[config.mk]
export PLATFORM = sky130hd
export DESIGN_NAME = wb_regfile
export DESIGN_NICKNAME = d
export VERILOG_FILES = /design/src/rtl/wb_regfile.sv
export SDC_FILE = /design/constraint.sdc
export NUM_CORES = 2
export LEC_CHECK = 0
export CAP_MARGIN = 0
export CORE_UTILIZATION = 40
export CTS_CLUSTER_DIAMETER = 200
export DETAILED_ROUTE_END_ITERATION = 6
export PLACE_DENSITY_LB_ADDON = 0.12
export SLEW_MARGIN = 20
export SYNTH_ARGS = -nofsm -noshare
export SYNTH_HDL_FRONTEND = slang
export SYNTH_SLANG_ARGS = --single-unit
[constraint.sdc]
create_clock -name clk -period 3.1 [get_ports clk]
set_input_delay 0.62 -clock clk [delete_from_list [all_inputs] [get_ports clk]]
set_output_delay 0.62 -clock clk [all_outputs]
set_load 0.02 [all_outputs]
[src/rtl/wb_regfile.sv]
// Architectural register file fed by the MEM/WB write-back stage, with two read ports for ID.
// Define REGFILE_BYPASS_EN to let a same-cycle write show through on the read ports.
module wb_regfile #(
  parameter int unsigned DATA_W   = 32,
  parameter int unsigned NREG     = 32,
  parameter int unsigned LINK_REG = 31
) (
  input  logic                     clk,
  input  logic                     rst,
  input  logic                     reg_write,
  input  logic [$clog2(NREG)-1:0]  write_reg,
  input  logic [DATA_W-1:0]        write_data,
  input  logic                     is_jal,
  input  logic [DATA_W-1:0]        pc_plus_4,
  input  logic [$clog2(NREG)-1:0]  read_reg1,
  input  logic [$clog2(NREG)-1:0]  read_reg2,
  output logic [DATA_W-1:0]        read_data1,
  output logic [DATA_W-1:0]        read_data2,
  output logic [31:0]              wb_count
);

  localparam int unsigned AW = $clog2(NREG);

  logic [DATA_W-1:0] regs_q [NREG];
  logic [31:0]       wb_count_q;

  logic              we;
  logic [AW-1:0]     wa;
  logic [DATA_W-1:0] wd;
  logic              commit;

  // JAL link write overrides whatever the normal write-back controls say.
  always_comb begin
    if (is_jal) begin
      we = 1'b1;
      wa = AW'(LINK_REG);
      wd = pc_plus_4;
    end else begin
      we = reg_write;
      wa = write_reg;
      wd = write_data;
    end
  end

  assign commit = we && (wa != '0);

  always_ff @(posedge clk or negedge rst) begin
    if (!rst) begin
      for (int unsigned i = 0; i < NREG; i++) begin
        regs_q[i] <= '0;
      end
      wb_count_q <= '0;
    end else if (commit) begin
      regs_q[wa] <= wd;
      wb_count_q <= wb_count_q + 32'd1;
    end
  end

  always_comb begin
    read_data1 = regs_q[read_reg1];
`ifdef REGFILE_BYPASS_EN
    if (commit && (read_reg1 == wa)) begin
      read_data1 = wd;
    end
`endif
    if (read_reg1 == '0) begin
      read_data1 = '0;
    end
  end

  always_comb begin
    read_data2 = regs_q[read_reg2];
`ifdef REGFILE_BYPASS_EN
    if (commit && (read_reg2 == wa)) begin
      read_data2 = wd;
    end
`endif
    if (read_reg2 == '0) begin
      read_data2 = '0;
    end
  end

  assign wb_count = wb_count_q;

endmodule

* After elaboration in Yosys (flattened, before gate mapping)
Cells that the tools add are included.
** Operators by class
- $add $sub $neg :: 1
- $lt $le $gt $ge :: 4
- Mux-type cells :: 14
- Bitwise operators :: 3
- Reduce and logical (&&, ||, !) cells :: 5
** Operators by type and width (count)
- $bwmux 1024 :: 1
- $bmux 32 s5 :: 2
- $mux 32 :: 8
- $demux 32 s5 :: 1
- $add 32x1->32 const B :: 1
- $ge 6x6->1 const B :: 3
- $not 5->6 :: 3
- $logic_not 5->1 :: 2
- $lt 6x1->1 const B :: 1
- $mux 5 :: 1
- $reduce_bool 5->1 :: 1
- $logic_and 1x1->1 :: 2
- $mux 1 :: 1
** Word-level totals
- Flip-flop bits (word level) :: 1056
- Bits of input ports :: 83

* Logic depth before layout (Yosys ltp)
- Depth after elaboration :: 7
- Depth in mapped cells :: 8
- Depth with buffers taken out :: 5

* Worst setup path after synthesis
No wires, ideal clock.
- Path kind :: input to output
- Start :: in read_reg2[1]
- End :: out read_data2[11]
- Arrival time :: 2340 ps
- Required time :: 2480 ps
- Setup slack :: 140 ps
- Stages :: 7
- Path buffers :: 3
- Cell sequence :: buf_4 > buf_2 > nor2b_1 > buf_2 > a221oi_1 > o21ai_0 > a311oi_1
** On the way
- Longest elaborated chain between the ends :: 5
** Ends and longest elaborated chain
- from (decl) :: line 16 : input logic [$clog2(NREG)-1:0] read_reg2,
- $not 5->6 (not written as such) :: line 72 : read_data2 = regs_q[read_reg2];
- $bmux 32 s5 :: line 72
- $mux 32 (not written as such) (2 in a row) :: line 72
- $mux 32 * :: line 78 : if (read_reg2 == '0) begin
- to (decl) :: line 18 : output logic [DATA_W-1:0] read_data2,
Mark *: on every way between the ends. The rest lies on a longest branch, timed or not. The select of a mux whose other input is x is not followed.

* Worst setup path after layout
- Start :: in read_reg1[1]
- End :: out read_data1[9]
** On the way
- Longest elaborated chain between the ends :: 5
** Ends and longest elaborated chain
- from (decl) :: line 15 : input logic [$clog2(NREG)-1:0] read_reg1,
- $not 5->6 (not written as such) :: line 60 : read_data1 = regs_q[read_reg1];
- $bmux 32 s5 :: line 60
- $mux 32 (not written as such) (2 in a row) :: line 60
- $mux 32 * :: line 66 : if (read_reg1 == '0) begin
- to (decl) :: line 17 : output logic [DATA_W-1:0] read_data1,
Marks and branches as above.

==> results.sh <==
export IMPL_worst_pin_slew_ps=878
export IMPL_drcViolationCount=0
export IMPL_status="finished with violations"
export IMPL_fmax_ghz=0.320
export IMPL_hold_class="input pin to async pin"
export IMPL_drv_slew=0
export IMPL_io_buffers=178
export IMPL_layout_commonest_cell="dfrtp_1"
export IMPL_holdWs_ps=357
export IMPL_grt_antenna_before_repair=5
export IMPL_vias_per_cell=5.99
export IMPL_cp_arrival_ps=2510
export IMPL_path_delay_family="multiplexers"
export IMPL_place_inst=6847
export IMPL_drt_iter0_markers=4364
export IMPL_synthToLayoutAreaGrowth_pct=26.1
export IMPL_synth_main_ff_cell="dfrtp_1"
export IMPL_start_kind="input pin"
export IMPL_core_um2=135000
export IMPL_root_buffer="clkbuf_16"
export IMPL_crit_slowest_cell="mux4_2"
export IMPL_ant_nets=0
export IMPL_instances_no_fill=7178
export IMPL_yosysTopAreaCell="dfrtp_1"
export IMPL_avgSynthCellArea_um2=11.1
export IMPL_initial_utilization_pct=40.2
export IMPL_grt_util_all_layers_pct=30.6
export IMPL_vias=43001
export IMPL_relSlewSlack_pct=41.4
export IMPL_hpwl_mm=133
export IMPL_crit_cells=9
export IMPL_grt_pass1_wl_mm=305
export IMPL_drive_gt1_share_pct=31.3
export IMPL_cellPowerDensity_nw_per_um2=589
export IMPL_synth_top_cells_by_area="dfrtp_1 49%, mux4_2 19%, o21ai_0 6.0%"
export IMPL_io_pins=179
export IMPL_grt_setup_unrepaired="true"
export IMPL_synth_top_area_share_pct=48.5
export IMPL_synth_edf_count=0
export IMPL_p_leak_nw=28.9
export IMPL_synthDistinctLibCells=48
export IMPL_drv_cap=0
export IMPL_reg2reg_depth=6
export IMPL_post_drt_wl_per_cell_um=29.2
export IMPL_grt_pass1_vias=42334
export IMPL_crit_fanout=7
export IMPL_synth_warnings=0
export IMPL_cts_sinks=1056
export IMPL_r2r_start="wb_count[0]"
export IMPL_synth_nets=5003
export IMPL_overflow=0
export IMPL_clock_path_buffers=3
export IMPL_drtPass1Iterations=5
export IMPL_num_rows=135
export IMPL_async_flop_share_pct=100
export IMPL_crit_path_frequent_cell="buf_6"
export IMPL_critPathKind="input pin to primary output"
export IMPL_fin_ws_ps=-29.9
export IMPL_die_h_um=371
export IMPL_skew_ps=4.99
export IMPL_seq_area_frac_synth_pct=48.5
export IMPL_worst_r2r_endpoint="wb_count[28]"
export IMPL_dieArea_um2=138000
export IMPL_clk_latency_ps=750
export IMPL_gp_congestion=0.867
export IMPL_irDropWorstVdd_v=0.000478
export IMPL_rrSetupSlack_ps=1520
export IMPL_synth_area_um2=54400
export IMPL_critPathRequiredTime_ps=2480
export IMPL_period_share_pct=101
export IMPL_grt_max_degree=97
export IMPL_worst_path_buf_inv=5
export IMPL_setup_viol_count_final=8
export IMPL_fin_tns_setup_ps=-86.1
export IMPL_worst_setup_path_end_kind="primary output"
export IMPL_n_fill_cell=12003
export IMPL_layout_common_cells="1056 x dfrtp_1, 740 x nand2_1, 593 x o21ai_0"
export IMPL_netlist_instances=4919
export IMPL_finalHoldViolCount=0
export IMPL_multi_input_area_um2=27100
export IMPL_drt_wl_total_mm=209
export IMPL_ys_ff_latch=1056
export IMPL_htreeDepth=3
export IMPL_cts_buffers=118
export IMPL_layout_min_cycle_time_ps=3130
export IMPL_clkTransAtPathRegs_ps=60
export IMPL_final_nets=5381
export IMPL_ff_latch_area_um2=26400
export IMPL_slowest_delay_ps=500
export IMPL_cp_cell_sequence="buf_16 -> buf_12 -> buf_6 -> mux4_2 -> mux2_4 -> o21ai_4 -> a311oi_2 -> buf_4 -> buf_6"
export IMPL_cts_tree="done"
export IMPL_failed_checks="negative setup slack"
export IMPL_die_w_um=371
-- layer usage --
| metal | global-route usage, % | part of all wire (%) |
|---|---|---|
| met4 | 10.5 | 3.5 |
| met2 | 46.6 | 45 |
| met1 | 43.6 | 43 |
| met3 | 6.23 | 8.0 |
| met5 | 0 | 0.0048 |
-- where the power goes --
group	total [mW]	switching (mW)	internal, mW	leakage [nW]
Clock	15.1	6.13	9.01	2.06
Sequential	17.3	1.56	15.7	13.6
Combinational	8.09	4.05	4.04	13.3
-- through the flow --
step                      power (mW)  worst slack [ps]  cell area [um^2]  util (%)
after CTS                       40.4             -93.3             67800      50.1
after floorplan                 21.7               140             54400         -
after global routing            42.1             -88.4             68700      50.8
after detailed placement        24.9             -1120             61600      45.5
after global placement          24.7             -1160             61600      45.5
final                           40.5             -29.9             68700      50.8
-- cell families after synthesis --
group	Yosys count	share of synthesized area [%]
compound gates	1336	14.0
simple gates	1275	9.78
flops	1056	48.5
mux	673	22.8
buf+inv	547	4.32
xor+xnor	31	0.499
fa+ha+maj	1	0.0230
-- area by class of cell --
type | instances | share of cell area (%)
timing repair buffer | 803 | 12.7
inverter | 2 | 0.0182
clock buffer | 174 | 5.18
clock inverter | 45 | 0.931
sequential | 1056 | 38.5
antenna | 1 | 0.00364
multi-input combinational | 3316 | 39.4
tap | 1781 | 3.24
-- repair_timing --
action	CTS	global route
pin swaps	32	39
gates resized for setup	405	135
setup endpoints to repair	64	53
cloned	9	3
setup buffers	83	39
hold buffers	1	0
hold endpoints to repair	14	0
-- synth_stat cells (all sizes together) (2+ instances only) --
library cell,count
dfrtp,1056
nand2,740
o21ai,722
mux4,448
nor2,365
a21oi,353
clkbuf,352
buf,193
mux2i,160
nor2b,75
a211oi,65
mux2,65
a22oi,64
a311oi,64
o2111ai,46
nand4,32
xnor2,27
a221oi,18
nand3,13
and3,10
and4,7
and2,6
nand2b,5
nor3,5
nor4,4
xor2,4
and3b,3
nand4b,3
a31oi,2
inv,2
or2,2
or4,2
-- worst register-to-register path, stage by stage (launching register included) --
cell and delay, ps:
dfrtp_1 470, ha_1 250, nand2_1 100, nor3_1 190, buf_4 190, nand4b_1 120, xnor2_1 140
-- worst max-delay path by stage --
stage                  from              to
2_1_floorplan  read_reg2[1]  read_data2[11]
3_3_place_gp   read_reg2[0]  read_data2[16]
3_5_place_dp   read_reg2[0]  read_data2[16]
4_1_cts         regs_q[809]   read_data1[9]
5_1_grt         regs_q[809]   read_data1[9]
6_report       read_reg1[1]   read_data1[9]
-- sequential cells by signal, summed over array words and instances (netlist names) --
register	count
regs_q	1024
wb_count	32
Power figures use the tool's default switching activity.
